### src/rtl/network_tx_arb_if.sv
// network_tx_arb_if: request-side handshake and outgoing link of network_tx_arb.
//   req_v       per-channel request valid            (requesters -> arbiter)
//   req_packet  per-channel packets, channel c at [c*packet_width_p +: packet_width_p]
//   req_invalid per-channel invalid-EVA flag         (requesters -> arbiter)
//   req_yumi    per-channel consumed (sent/dropped)  (arbiter -> requesters)
//   out_packet  registered outgoing packet           (arbiter -> network)
//   out_v       registered valid, valid-credit link  (arbiter -> network)
//   out_credit  one link credit returned per cycle   (network -> arbiter)
// slave = arbiter view, master = requester/network view.
interface network_tx_arb_if #(
  parameter int num_chan_p     = 4,
  parameter int packet_width_p = 128
);
  logic [num_chan_p-1:0]                req_v;
  logic [num_chan_p*packet_width_p-1:0] req_packet;
  logic [num_chan_p-1:0]                req_invalid;
  logic [num_chan_p-1:0]                req_yumi;
  logic [packet_width_p-1:0]            out_packet;
  logic                                 out_v;
  logic                                 out_credit;

  modport master (
    output req_v, req_packet, req_invalid, out_credit,
    input  req_yumi, out_packet, out_v
  );

  modport slave (
    input  req_v, req_packet, req_invalid, out_credit,
    output req_yumi, out_packet, out_v
  );
endinterface

### src/rtl/network_tx_arb.sv
// network_tx_arb: round-robin arbiter of num_chan_p request channels onto one
// valid-credit manycore request link, with per-channel outstanding tracking,
// invalid-EVA drop/flagging and a registered outgoing packet.
// Ports:
//   clk_i, reset_n_i       clock, asynchronous active-low reset
//   link (slave)           request handshake + outgoing link (network_tx_arb_if)
//   resp_v_i, resp_chan_i  one response retired for channel resp_chan_i
//   outstanding_zero_o     per-channel "no requests outstanding" (fence ok)
//   credits_avail_o        current link credit count
//   invalid_access_o       sticky per-channel invalid-EVA flag
//   stat_sent_o            per-channel 32-bit sent counters
// Optional: define NETWORK_TX_ARB_STATS_EN to build the sent counters;
// otherwise stat_sent_o is tied to zero.
module network_tx_arb #(
  parameter int num_chan_p        = 4,
  parameter int packet_width_p    = 128,
  parameter int max_out_credits_p = 32,
  parameter int max_outstanding_p = 63,
  localparam int chan_w = (num_chan_p > 1) ? $clog2(num_chan_p) : 1,
  localparam int cred_w = $clog2(max_out_credits_p + 1)
) (
  input  logic                     clk_i,
  input  logic                     reset_n_i,
  network_tx_arb_if.slave          link,
  input  logic                     resp_v_i,
  input  logic [chan_w-1:0]        resp_chan_i,
  output logic [num_chan_p-1:0]    outstanding_zero_o,
  output logic [cred_w-1:0]        credits_avail_o,
  output logic [num_chan_p-1:0]    invalid_access_o,
  output logic [num_chan_p*32-1:0] stat_sent_o
);
  localparam int out_w = $clog2(max_outstanding_p + 1);

  logic [cred_w-1:0]         credits_q, credits_d;
  logic [chan_w-1:0]         ptr_q, ptr_d;
  logic [out_w-1:0]          outst_q [num_chan_p];
  logic [out_w-1:0]          outst_d [num_chan_p];
  logic [num_chan_p-1:0]     invalid_q, invalid_d;
  logic                      out_v_q, out_v_d;
  logic [packet_width_p-1:0] out_packet_q, out_packet_d;

  logic [num_chan_p-1:0]     send_elig, drop_elig, grant_oh, dec_oh;
  logic [chan_w-1:0]         cand, grant_idx;
  logic                      grant_found, grant_v;
  logic                      resp_at_zero, credit_overflow;

  always_comb begin
    for (int unsigned c = 0; c < num_chan_p; c++) begin
      send_elig[c] = link.req_v[c] & ~link.req_invalid[c]
                   & (outst_q[c] != out_w'(max_outstanding_p));
      drop_elig[c] = link.req_v[c] & link.req_invalid[c];
    end
  end

  // Round-robin search starting at ptr_q; first eligible channel wins.
  always_comb begin
    grant_found = 1'b0;
    grant_idx   = '0;
    cand        = '0;
    for (int unsigned i = 0; i < num_chan_p; i++) begin
      cand = chan_w'((32'(ptr_q) + i) % num_chan_p);
      if (!grant_found && send_elig[cand]) begin
        grant_found = 1'b1;
        grant_idx   = cand;
      end
    end
    grant_v = grant_found && (credits_q != '0);
  end

  always_comb begin
    grant_oh = '0;
    if (grant_v) grant_oh[grant_idx] = 1'b1;
    // Drops are acknowledged regardless of arbitration or credits.
    link.req_yumi = drop_elig | grant_oh;
  end

  always_comb begin
    ptr_d        = ptr_q;
    out_v_d      = grant_v;
    out_packet_d = out_packet_q;
    if (grant_v) begin
      ptr_d        = (32'(grant_idx) == num_chan_p - 1) ? '0 : grant_idx + chan_w'(1);
      out_packet_d = link.req_packet[grant_idx*packet_width_p +: packet_width_p];
    end
    invalid_d = invalid_q | drop_elig;
  end

  // Credit return while full is illegal; the counter saturates instead of wrapping.
  always_comb begin
    credits_d       = credits_q;
    credit_overflow = link.out_credit && (credits_q == cred_w'(max_out_credits_p));
    if (grant_v && !link.out_credit) credits_d = credits_q - cred_w'(1);
    else if (!grant_v && link.out_credit && !credit_overflow) credits_d = credits_q + cred_w'(1);
  end

  always_comb begin
    resp_at_zero = 1'b0;
    for (int unsigned c = 0; c < num_chan_p; c++) begin
      dec_oh[c]  = resp_v_i && (32'(resp_chan_i) == c);
      outst_d[c] = outst_q[c];
      if (grant_oh[c] && !dec_oh[c]) outst_d[c] = outst_q[c] + out_w'(1);
      else if (dec_oh[c] && !grant_oh[c]) begin
        if (outst_q[c] == '0) resp_at_zero = 1'b1;
        else                  outst_d[c]   = outst_q[c] - out_w'(1);
      end
      outstanding_zero_o[c] = (outst_q[c] == '0);
    end
  end

  always_ff @(posedge clk_i or negedge reset_n_i) begin
    if (!reset_n_i) begin
      credits_q    <= cred_w'(max_out_credits_p);
      ptr_q        <= '0;
      invalid_q    <= '0;
      out_v_q      <= 1'b0;
      out_packet_q <= '0;
      for (int unsigned c = 0; c < num_chan_p; c++) outst_q[c] <= '0;
    end else begin
      credits_q    <= credits_d;
      ptr_q        <= ptr_d;
      invalid_q    <= invalid_d;
      out_v_q      <= out_v_d;
      out_packet_q <= out_packet_d;
      for (int unsigned c = 0; c < num_chan_p; c++) outst_q[c] <= outst_d[c];
    end
  end

  assign link.out_v       = out_v_q;
  assign link.out_packet  = out_packet_q;
  assign credits_avail_o  = credits_q;
  assign invalid_access_o = invalid_q;

`ifdef NETWORK_TX_ARB_STATS_EN
  logic [31:0] stat_q [num_chan_p];
  logic [31:0] stat_d [num_chan_p];

  always_comb begin
    for (int unsigned c = 0; c < num_chan_p; c++) begin
      stat_d[c]             = stat_q[c] + 32'(grant_oh[c]);
      stat_sent_o[c*32 +: 32] = stat_q[c];
    end
  end

  always_ff @(posedge clk_i or negedge reset_n_i) begin
    if (!reset_n_i) begin
      for (int unsigned c = 0; c < num_chan_p; c++) stat_q[c] <= '0;
    end else begin
      for (int unsigned c = 0; c < num_chan_p; c++) stat_q[c] <= stat_d[c];
    end
  end
`else
  assign stat_sent_o = '0;
`endif

  a_credit_overflow: assert property (@(posedge clk_i) disable iff (!reset_n_i) !credit_overflow);
  a_resp_at_zero:    assert property (@(posedge clk_i) disable iff (!reset_n_i) !resp_at_zero);

  for (genvar c = 0; c < num_chan_p; c++) begin : g_hold
    a_pkt_stable: assert property (@(posedge clk_i) disable iff (!reset_n_i)
      (link.req_v[c] && !link.req_yumi[c]) |=>
      (!link.req_v[c] || $stable(link.req_packet[c*packet_width_p +: packet_width_p])));
  end
endmodule

### src/flat_wrapper.sv
// flat-port wrapper written by rule: the top's interface ports become plain ports
module network_tx_arb_flat 
#(
  parameter int num_chan_p        = 4,
  parameter int packet_width_p    = 128,
  parameter int max_out_credits_p = 32,
  parameter int max_outstanding_p = 63,
  localparam int chan_w = (num_chan_p > 1) ? $clog2(num_chan_p) : 1,
  localparam int cred_w = $clog2(max_out_credits_p + 1)
)
  (clk_i, reset_n_i, resp_v_i, resp_chan_i, outstanding_zero_o, credits_avail_o, invalid_access_o, stat_sent_o, link_req_v, link_req_packet, link_req_invalid, link_out_credit, link_req_yumi, link_out_packet, link_out_v);
  network_tx_arb_if #(.num_chan_p(num_chan_p), .packet_width_p(packet_width_p)) link_i ();
  input  logic clk_i;
  input  logic reset_n_i;
  input  logic resp_v_i;
  input  logic [chan_w-1:0] resp_chan_i;
  output logic [num_chan_p-1:0] outstanding_zero_o;
  output logic [cred_w-1:0] credits_avail_o;
  output logic [num_chan_p-1:0] invalid_access_o;
  output logic [num_chan_p*32-1:0] stat_sent_o;
  input wire logic [$bits(link_i.req_v)-1:0] link_req_v;
  input wire logic [$bits(link_i.req_packet)-1:0] link_req_packet;
  input wire logic [$bits(link_i.req_invalid)-1:0] link_req_invalid;
  input wire logic [$bits(link_i.out_credit)-1:0] link_out_credit;
  output wire logic [$bits(link_i.req_yumi)-1:0] link_req_yumi;
  output wire logic [$bits(link_i.out_packet)-1:0] link_out_packet;
  output wire logic [$bits(link_i.out_v)-1:0] link_out_v;
  assign link_i.req_v = link_req_v;
  assign link_i.req_packet = link_req_packet;
  assign link_i.req_invalid = link_req_invalid;
  assign link_i.out_credit = link_out_credit;
  assign link_req_yumi = link_i.req_yumi;
  assign link_out_packet = link_i.out_packet;
  assign link_out_v = link_i.out_v;
  network_tx_arb #(.num_chan_p(num_chan_p), .packet_width_p(packet_width_p), .max_out_credits_p(max_out_credits_p), .max_outstanding_p(max_outstanding_p)) u_core (.clk_i(clk_i), .reset_n_i(reset_n_i), .link(link_i), .resp_v_i(resp_v_i), .resp_chan_i(resp_chan_i), .outstanding_zero_o(outstanding_zero_o), .credits_avail_o(credits_avail_o), .invalid_access_o(invalid_access_o), .stat_sent_o(stat_sent_o));
endmodule
### config.mk
export PLATFORM = sky130hd
export DESIGN_NAME = network_tx_arb_flat
export DESIGN_NICKNAME = d
export VERILOG_FILES = /design/src/rtl/network_tx_arb_if.sv /design/src/rtl/network_tx_arb.sv /design/src/flat_wrapper.sv
export SDC_FILE = /design/constraint.sdc
export NUM_CORES = 1
export LEC_CHECK = 0
export CORE_AREA = 2 2 312 314
export CTS_CLUSTER_DIAMETER = 40
export DETAILED_ROUTE_END_ITERATION = 10
export DIE_AREA = 0 0 314 316
export REMOVE_ABC_BUFFERS = 1
export SETUP_SLACK_MARGIN = 0.05
export SYNTH_ARGS = -nofsm -noshare
export SYNTH_HDL_FRONTEND = slang
export SYNTH_SLANG_ARGS = --single-unit
### constraint.sdc
create_clock -name clk_i -period 3.76 [get_ports clk_i]
set_clock_uncertainty 0.15 [all_clocks]
set_input_delay 0.94 -clock clk_i [delete_from_list [all_inputs] [get_ports clk_i]]
set_output_delay 0.94 -clock clk_i [all_outputs]
set_load 0.005 [all_outputs]
# After elaboration in Yosys (flattened, before gate mapping)

Cells that the tools add are included.

Add/subtract/negate cells: 14
Order comparisons: 6
Equal/unequal tests: 13
Shift operators: 1
Mux-type cells: 34
Bitwise gates (word level): 18
Reductions and logical operators: 50

Operator list:

| cell                | count |
|---|---|
| $shiftx 512x10->128 | 1 |
| $mux 6              | 14 |
| $add 6x1->6 const B | 5 |
| $sub 6x1->6 const B | 5 |
| $logic_not 6->1     | 4 |
| $ne 6x6->1 const B  | 4 |
| $logic_and 1x1->1   | 21 |
| $lt 2x3->1 const B  | 5 |
| $logic_not 1->1     | 14 |
| $and 1x1->1         | 12 |
| $mux 2              | 5 |
| $reduce_bool 2->1   | 5 |
| $mux 1              | 9 |
| $bmux 1 s2          | 4 |
| $ne 2x1->1 const B  | 4 |
| $or 4x4->4          | 2 |
| $reduce_and 2->1    | 4 |
| $eq 2x2->1 const B  | 3 |
| $eq 6x6->1 const B  | 1 |
| $reduce_bool 6->1   | 1 |
| $add 2x1->2 const B | 2 |
| $add 2x2->2 const B | 2 |
| $mux 4              | 1 |
| $not 1->1           | 4 |
| other kinds (4)     | 4 |

Bits in registers: 165
Bits of input ports: 526
Output and inout bits: 275

# Logic depth before layout (Yosys ltp)

Gate-level depths: netlist of run 1.

Depth after elaboration: 24
Mapped depth: 19

# Least setup slack after synthesis of run 1

OpenSTA, ideal clock, no wires.

Kind: in2reg
Start: input link_req_v[0]
End: register u_core.outst_q[17] in the netlist's numbering
Arrival: 3,852 ps
Path slack: -322 ps
Cell stages on the path: 19
Cell sequence: nor2b_1 > o21ai_1 > o22ai_1 > a211oi_2 > buf_6 > buf_6 > buf_6 > inv_1 > ha_1 > and2_1 > ha_1 > inv_1 > ha_1 > a21o_1 > a21oi_1 > o21bai_1 > a21oi_1 > mux2i_1 > xnor2_1

Cells in the longest elaborated chain, start to end: 23
Elaborated cells on any way between the ends: 38
Those cells by class: order compare: 2; eq/ne: 1; mux: 20; bitwise: 2; reduce/logical: 13

RTL lines:

| what                                    | line                  | source |
|---|---|---|
| start: declaration                      | flat_wrapper.sv:21    | `input wire logic [$bits(link_i.req_v)-1:0] link_req_v;` |
| $and 1x1->1 (*)                         | network_tx_arb.sv:49  | `send_elig[c] = link.req_v[c] & ~link.req_invalid[c]` |
| $and 1x1->1 (*)                         | network_tx_arb.sv:50  | `& (outst_q[c] != out_w'(max_outstanding_p));` |
| $bmux 1 s2                              | network_tx_arb.sv:62  | `if (!grant_found && send_elig[cand]) begin` |
| $mux 1 (not written as such)            | network_tx_arb.sv:62  |  |
| $mux 1                                  | network_tx_arb.sv:62  |  |
| $logic_not 1->1                         | network_tx_arb.sv:62  |  |
| $logic_and 1x1->1                       | network_tx_arb.sv:62  |  |
| $mux 1                                  | network_tx_arb.sv:62  |  |
| [... 7 more ...]                        | n/a                   |  |
| $logic_and 1x1->1 (not written as such) | network_tx_arb.sv:72  | `if (grant_v) grant_oh[grant_idx] = 1'b1;` |
| $mux 1 (not written as such)            | network_tx_arb.sv:72  |  |
| $demux 1 s2                             | n/a                   |  |
| $mux 4 (*)                              | network_tx_arb.sv:72  |  |
| $logic_not 1->1                         | network_tx_arb.sv:102 | `else if (dec_oh[c] && !grant_oh[c]) begin` |
| $logic_and 1x1->1                       | network_tx_arb.sv:102 |  |
| $reduce_bool 2->1 (no line)             | n/a                   |  |
| $reduce_and 2->1 (no line)              | n/a                   |  |
| end: declaration                        | network_tx_arb.sv:36  | `logic [out_w-1:0] outst_q [num_chan_p];` |

Mark *: on every way between the ends. The rest lies on a longest branch, timed or not. The select of a mux whose other input is x is not followed.
A chain may end at the register's enable or synchronous reset.

# Final worst setup path of run 1

Start: input link_req_invalid[0]
End: output link_req_yumi[2]

Cells in the longest elaborated chain, start to end: 21
Elaborated cells on any way between the ends: 33
Those cells by class: order compare: 2; mux: 19; bitwise: 4; reduce/logical: 8

RTL lines:

| what                                                                  | line                 | source |
|---|---|---|
| start: declaration                                                    | flat_wrapper.sv:23   | `input wire logic [$bits(link_i.req_invalid)-1:0] link_req_invalid;` |
| $not 1->1 (*)                                                         | network_tx_arb.sv:49 |  |
| $and 1x1->1 (*)                                                       | network_tx_arb.sv:49 |  |
| $and 1x1->1 (*)                                                       | network_tx_arb.sv:50 |  |
| $bmux 1 s2                                                            | network_tx_arb.sv:62 |  |
| $mux 1 (not written as such)                                          | network_tx_arb.sv:62 |  |
| $mux 1                                                                | network_tx_arb.sv:62 |  |
| $logic_not 1->1                                                       | network_tx_arb.sv:62 |  |
| $logic_and 1x1->1                                                     | network_tx_arb.sv:62 |  |
| [... 5 more ...]                                                      | n/a                  |  |
| $logic_and 1x1->1                                                     | network_tx_arb.sv:62 |  |
| $mux 2                                                                | network_tx_arb.sv:62 |  |
| $lt 2x3->1 (not written as such) / $ge 2x1->1 (equally long branches) | network_tx_arb.sv:72 |  |
| $logic_and 1x1->1 (not written as such)                               | network_tx_arb.sv:72 |  |
| $mux 1 (not written as such)                                          | network_tx_arb.sv:72 |  |
| $demux 1 s2                                                           | n/a                  |  |
| $mux 4 (*)                                                            | network_tx_arb.sv:72 |  |
| $or 4x4->4 (*)                                                        | network_tx_arb.sv:74 | `link.req_yumi = drop_elig \| grant_oh;` |
| end: declaration                                                      | flat_wrapper.sv:25   | `output wire logic [$bits(link_i.req_yumi)-1:0] link_req_yumi;` |

Marked as above.

==> impl_metrics.yaml, run 1 <==
status:
  status: "complete, no violations"
worst_setup_path:
  path_cells: "clkdlybuf4s15_2 > nor2b_4 > o211ai_2 > a211oi_2 > a211oi_4 > buf_6 > buf_6 > ha_4 > and2_4 > a21o_1 > buf_2"
  worstPathMaxFanout: 3
  endpoint_kind: "output port"
  worst_r2r_path_depth: 13
  cp_num_buf_inv: 4
  path_class: "in2out"
  r2r-start: "u_core.outst_q[18]"
  cpPeakStageDelay_ns: 0.29
  arrival_ns: 2.60
  crit_top_cell: "buf_6"
  timing.rr.end: "u_core.link.out_packet[56]"
  required_ns: 2.67
  startpoint_type: "primary input"
  slowest_stage: "a211oi_2"
  ff2ff_setup_slack_ns: 0.25
  path_delay_family: "compound AO/OA/AOI/OAI gates"
sta:
  worst_pin_slew_ns: 0.860
  setup_slack_ns: 0.0714
  setup_viol: 0
  fmax_ghz: 0.271
  hold_viol_final: 0
  rsz0062_at_grt: "true"
  drv_slew: 0
  slew-limit-headroom: 0.427
  finalCritPeriodShare: 0.981
  fin_crit_ns: 3.69
layout:
  final_cell_mix: "clkdlybuf4s50_1 (659), mux2i_1 (261), dfrtp_1 (160), nand2_1 (150), o221ai_1 (129)"
  layout-drive-gt1-share: 0.110
  final_common_cell: "clkdlybuf4s50_1"
  num-fill-cells: 10492
  syn_to_final_growth_pct: 78.6
  instances_no_fill: 3143
  fin_nets: 2407
  finish.instance_area_um2: 20600
logic_synthesis:
  synthCells: 1108
  synth.top_cell.area_share: 0.356
  synth.cell_area_um2: 11500
  yosys_warnings: 0
  synth_ff_type: "dfrtp_1"
  synth_edf_count: 0
  seq_area_frac_synth: 0.359
  yosysUniqueCellTypes: 49
  avgSynthCellArea_um2: 10.4
  synthTopCellsByArea: "dfrtp_1 (36%), mux2i_1 (23%), o221ai_1 (9.8%)"
  synth-seq-cells: 165
  synth_top_area_cell: "dfrtp_1"
  async_reset_ff_frac: 1.00
placed_design:
  postPlaceCellArea_um2: 19700
  dp_hpwl_um: 46900
  placed_cells: 3079
  gp_congestion: 0.801
  portBuffers: 672
  pre_cts_ws_ns: -0.651
global_routing:
  grt_max_degree: 105
  track_usage: 0.110
  antenna_found_initial: 22
  grt_pass1_vias: 11453
  grt-ovfl-total: 0
  grt_pass1_wl_um: 77600
floorplanning:
  core_area_um2: 96000
  fp.dieArea_um2: 99200
  initial_core_util: 0.120
  rows: 114
  die_h_um: 316
  ioPinCount: 801
  dieWidth_um: 314
cts:
  clk_path_buf_depth: 2
  cts-root-buf: "clkbuf_16"
  clk_pin_slew_worst_paths_ns: 0.08
  clock_sinks: 165
  clock_latency_ns: 0.50
  cts_tree: "built"
  htree_levels: 4
  numCtsBuffers: 17
job:
  maxCapViolCount: 0
routing:
  drt_iter0_markers: 511
  drt-wirelength-per-cell_um: 18.2
  wl_um: 57200
  drtAntennaViolNets: 0
  vias: 11233
  drc: 0
  firstDrtPassIters: 8
  via_per_inst: 3.57
power:
  power_frac_clock: 0.185
  p_int_w: 0.00664
  combPwrFrac: 0.530
  p_leak_nw: 8.24
  p_switching_w: 0.00373
  ir_drop_v: 0.000306
  power.density_nw_per_um2: 504
  p_sw_frac: 0.359
  seq_power_share: 0.285
min_path:
  worstHoldPathType: "in2async"
==> worst max path at each step <==
stage                              startpoint                 end  slack, ns  cells after the start
after global routing        u_core.outst_q[2]    link_req_yumi[2]     -0.007                     10
after CTS                 link_req_invalid[3]    link_req_yumi[1]       0.06                     10
after detailed placement        link_req_v[0]  u_core.outst_q[17]      -0.65                     17
after global placement          link_req_v[0]  u_core.outst_q[17]      -0.60                     17
after floorplan                 link_req_v[0]  u_core.outst_q[17]     -15.50                     16
final                     link_req_invalid[0]    link_req_yumi[2]       0.07                     11
==> worst reg2reg max path, stage by stage (launching register included) <==
cell      delay [ns]
dfrtp_2         0.43
nand4_1         0.16
o211ai_2        0.24
a211oi_2        0.12
a211oi_4        0.27
buf_6           0.15
buf_6           0.10
buf_4           0.09
buf_4           0.09
buf_4           0.23
buf_12          0.50
mux2i_1         0.54
buf_4           0.17
o221ai_1        0.11
==> kinds of logic (layout without fill, tap and decap cells) <==
logic type / count (synthesis) / in the layout / synth area share
and+or+nand+nor: 201 / 201 / 0.0729
DFF: 165 / 165 / 0.359
muxes: 269 / 269 / 0.235
buffers and inverters: 218 / 844 / 0.138
AOI/OAI and AO/OA: 197 / 197 / 0.139
other: 1 / 134 / 0.000326
adders and majority gates: 33 / 33 / 0.0391
xor gates and xnor gates: 24 / 24 / 0.0183
==> per-stage QoR <==
step	TNS, ns	total power, W	hold WS [ns]	utilization
floorplan	-2165.88	0.00580	0.301	-
global placement	-24.31	0.00826	0.288	0.205
finish	0	0.0104	0.302	0.214
detailed placement	-29.86	0.00830	0.295	0.205
global route	-0.00718	0.0111	0.292	0.214
CTS	0	0.0104	0.257	0.213
==> area by class of cell <==
type                    count  area (µm²)  share of cell area
inverters                  19        73.8             0.00359
repair buffers            793        7740               0.376
diodes                      6        15.0            0.000730
clock inverters            12         145             0.00705
well taps                1276        1600              0.0776
multi-input cells         852        6420               0.312
flip-flops and latches    165        4140               0.201
clock buffers              20         447              0.0217
==> layer usage <==
metal	track usage	part of all wire	vias to the layer above
met5	0	0.0011	-
met4	0.0524	0.039	10
met3	0.0521	0.10	86
met2	0.174	0.46	584
met1	0.124	0.39	5243
li1	-	-	5310
==> state kept, by name, summed over array words and instances, names as in the netlist <==
| register | count |
|---|---|
| u_core.link.out_v | 1 |
| u_core.credits_avail_o | 6 |
| u_core.link.out_packet | 128 |
| u_core.invalid_access_o | 4 |
| u_core.ptr_q | 2 |
| u_core.outst_q | 24 |
==> synthesized netlist by cell type (all sizes together), types with 16 or more instances <==
cell type	number
nor2	18
inv	19
o221ai	129
xnor2	20
nand2	153
mux2i	261
ha	28
o21ai	16
a21oi	17
dfrtp	164
buf	187
a21o	18
==> power groups by stage <==
stage | Sequential [W] | Clock [W] | Combinational [W]
floorplan | 0.00294 | 0 | 0.00285
global placement | 0.00299 | 0 | 0.00527
detailed placement | 0.00300 | 0 | 0.00530
CTS | 0.00297 | 0.00204 | 0.00544
global route | 0.00304 | 0.00209 | 0.00598
finish | 0.00296 | 0.00192 | 0.00549
==> what timing repair did <==
| action | in CTS | in global routing |
|---|---|---|
| gates resized for setup | 55 | 20 |
| pin swaps | 7 | 10 |
| endpoints found under the setup margin | 9 | 6 |
| hold buffers | 0 | 0 |
| setup buffers | 14 | 12 |
(Power assumes the default switching activity.)
==> inputs of run 2 (changes only) <==
--- a/config.mk
+++ b/config.mk
@@ -9,6 +9,7 @@
 export CTS_CLUSTER_DIAMETER = 40
 export DETAILED_ROUTE_END_ITERATION = 10
 export DIE_AREA = 0 0 314 316
+export GPL_ROUTABILITY_DRIVEN = 1
 export REMOVE_ABC_BUFFERS = 1
 export SETUP_SLACK_MARGIN = 0.05
 export SYNTH_ARGS = -nofsm -noshare
==> results of run 2 <==
Same layout as run 1: the final DEF is identical, and so are final timing and power.
==> inputs of run 3 (changes only) <==
--- a/config.mk
+++ b/config.mk
@@ -5,11 +5,15 @@
 export SDC_FILE = /design/constraint.sdc
 export NUM_CORES = 1
 export LEC_CHECK = 0
-export CORE_AREA = 2 2 312 314
+export CELL_PAD_IN_SITES_DETAIL_PLACEMENT = 1
+export CELL_PAD_IN_SITES_GLOBAL_PLACEMENT = 2
+export CORE_AREA = 2 2 315 317
 export CTS_CLUSTER_DIAMETER = 40
 export DETAILED_ROUTE_END_ITERATION = 10
-export DIE_AREA = 0 0 314 316
+export DIE_AREA = 0 0 317 319
 export GPL_ROUTABILITY_DRIVEN = 1
+export MAX_ROUTING_LAYER = met4
+export PLACE_DENSITY_LB_ADDON = 0.1
 export REMOVE_ABC_BUFFERS = 1
 export SETUP_SLACK_MARGIN = 0.05
 export SYNTH_ARGS = -nofsm -noshare
==> run 3 against run 2 <==
Global-route usage up 2.4 points. Wire length is 18% higher. Worst hold slack better by 0.013 ns. Register-to-register slack about the same. Sequential power decreased by 3%. Largest power group unchanged. Cell count rose by 1.3%. Core utilization hardly changed. Setup slack better by 0.011 ns. Highest routed layer is now met4. Sequential cell count unchanged. Count of clock-buffer cells in the layout unchanged. Final area rose by 1.9%. Combinational power increased by 8.6%.
==> impl_metrics.yaml, run 3 (same netlist as run 1, synthesis figures left out) <==
cts:
  cts_hold_buf: 0
  clk_path_buf_depth: 2
  cts_tree: "built"
  htree_levels: 4
  clock_latency_ns: 0.50
  numCtsBuffers: 17
  clock_sinks: 165
  cts-root-buf: "clkbuf_16"
  clk_pin_slew_worst_paths_ns: 0.07
worst_setup_path:
  arrival_ns: 2.59
  worstPathMaxFanout: 3
  startpoint_type: "primary input"
  cpPeakStageDelay_ns: 0.32
  path_delay_family: "compound AO/OA/AOI/OAI gates"
  cp_num_buf_inv: 5
  required_ns: 2.67
  crit_top_cell: "buf_6"
  slowest_stage: "a211oi_4"
  path_class: "in2out"
  path_cells: "buf_6 > nor2b_4 > buf_6 > o211ai_4 > a211oi_4 > a211oi_4 > buf_6 > buf_4 > ha_4 > and2_4 > a21o_1 > buf_2"
  endpoint_kind: "output port"
routing:
  drtAntennaViolNets: 0
  firstDrtPassIters: 4
  wl_um: 67700
  drt_iter0_markers: 329
  drt-wirelength-per-cell_um: 21.3
  vias: 11404
  via_per_inst: 3.58
  drc: 0
floorplanning:
  dieWidth_um: 317
  fp.dieArea_um2: 101000
  ioPinCount: 801
  rows: 115
  initial_core_util: 0.118
  core_area_um2: 97700
  die_h_um: 319
global_routing:
  grt_pass1_vias: 12425
  grt-ovfl-total: 0
  antenna_found_initial: 19
  grt_max_degree: 130
  grt_pass1_wl_um: 93400
  track_usage: 0.134
sta:
  hold_viol_final: 0
  timing.setup.tns_ns: 0
  fmax_ghz: 0.272
  finalCritPeriodShare: 0.978
  rsz0062_at_grt: "true"
  slew-limit-headroom: 0.427
  fin_crit_ns: 3.68
  setup_viol: 0
  drv_slew: 0
  worst_pin_slew_ns: 0.859
  whs_ns: 0.315
min_path:
  worstHoldPathType: "in2async"
power:
  ir_drop_v: 0.000281
  seq_power_share: 0.266
  p_switching_w: 0.00400
  p_leak_nw: 8.41
  p_sw_frac: 0.370
  power_frac_clock: 0.182
  p_int_w: 0.00682
  power.density_nw_per_um2: 516
  combPwrFrac: 0.551
layout:
  fin_nets: 2428
  final_common_cell: "clkdlybuf4s50_1"
  syn_to_final_growth_pct: 81.9
  layout-drive-gt1-share: 0.120
  final_cell_mix: "clkdlybuf4s50_1 (659), mux2i_1 (261), dfrtp_1 (164), nand2_1 (151), o221ai_1 (129)"
  largest_reg_flops: 128
placed_design:
  dp_hpwl_um: 53900
  portBuffers: 672
  gp_congestion: 0.756
status:
  status: "complete, no violations"
job:
  maxCapViolCount: 0
-- run 3: cell count changes in the layout (fill, tap and decap cells not counted), moves of 3 or more --
cell / before / now
a21oi_1: 16 / 11
clkinv_2: 1 / 5
dfrtp_1: 160 / 164
buf_12: 10 / 19
a21oi_2: 0 / 5
buf_6: 5 / 8
dfrtp_2: 4 / 0
buf_4: 106 / 117
diode_2: 6 / 18
-- run 3: per-stage QoR --
stage           util  power [W]  std cells  instance area [µm²]  worst slack [ns]
2_1_floorplan      -    0.00580       1036                10500            -15.50
3_3_place_gp   0.205    0.00886       3122                20000            -0.812
3_5_place_dp   0.205    0.00886       3122                20000            -0.881
4_1_cts        0.213     0.0110       3162                20800           0.00776
5_1_grt        0.214     0.0117       3185                21000           -0.0277
6_report       0.214     0.0108       3185                21000            0.0821
-- run 3: path summary, 6_finish.rpt --
path | startpoint | end | slack, ns | cells past startpoint
max | link_req_invalid[0] | link_req_yumi[2] | 0.08 | 12
max reg2reg | u_core.outst_q[21] | u_core.outst_q[5] | 0.26 | 18
min reg2reg | u_core.invalid_access_o[1] | u_core.invalid_access_o[1] | 0.32 | 1
min | reset_n_i | u_core.link.out_packet[106] | 0.32 | 1
min in group clk_i | u_core.invalid_access_o[1] | u_core.invalid_access_o[1] | 0.32 | 1
max in group asynchronous | reset_n_i | u_core.outst_q[6] | 2.38 | 2
-- run 3: worst reg2reg max path: cells and delay by family (launching register included) --
family,cells,cell delay [ns]
AO/OA/AOI/OAI,7,1.18
XOR/XNOR,1,0.14
flip-flops,1,0.40
buffers and inverters,4,0.47
adder cells (fa/ha/maj),3,0.54
AND/OR/NAND/NOR,2,0.29
multiplexers,1,0.24
-- run 3: final cells by class --
cell class                 instances  area (µm²)
inverter                          19        71.3
clock buffer                      20         447
tap                             1287        1610
timing repair buffer             814        8030
antenna                           18        45.0
fill                           11210       76700
clock inverter                    10         131
multi-input combinational        852        6490
sequential                       165        4130
-- run 3: metal layers --
layer / vias up / routed length [µm] / track usage / share of wire
met5: - / 0 / - / 0
met4: 0 / 765 / 0.0338 / 0.011
met3: 32 / 5580 / 0.0483 / 0.082
met2: 419 / 35100 / 0.233 / 0.52
met1: 5593 / 26300 / 0.142 / 0.39
li1: 5360 / - / - / -
-- run 3: timing repair --
item                                    in CTS  in global routing
pin swaps                                   10                 14
buffers inserted                            11                  5
resized for setup                           60                 25
endpoints found under the setup margin      18                 10
-- run 3: power groups by stage --
stage / sequential [W] / combinational [W] / clock, W
2_1_floorplan: 0.00294 / 0.00285 / 0
3_3_place_gp: 0.00292 / 0.00594 / 0
3_5_place_dp: 0.00294 / 0.00592 / 0
4_1_cts: 0.00289 / 0.00603 / 0.00210
5_1_grt: 0.00299 / 0.00654 / 0.00214
6_report: 0.00288 / 0.00596 / 0.00197
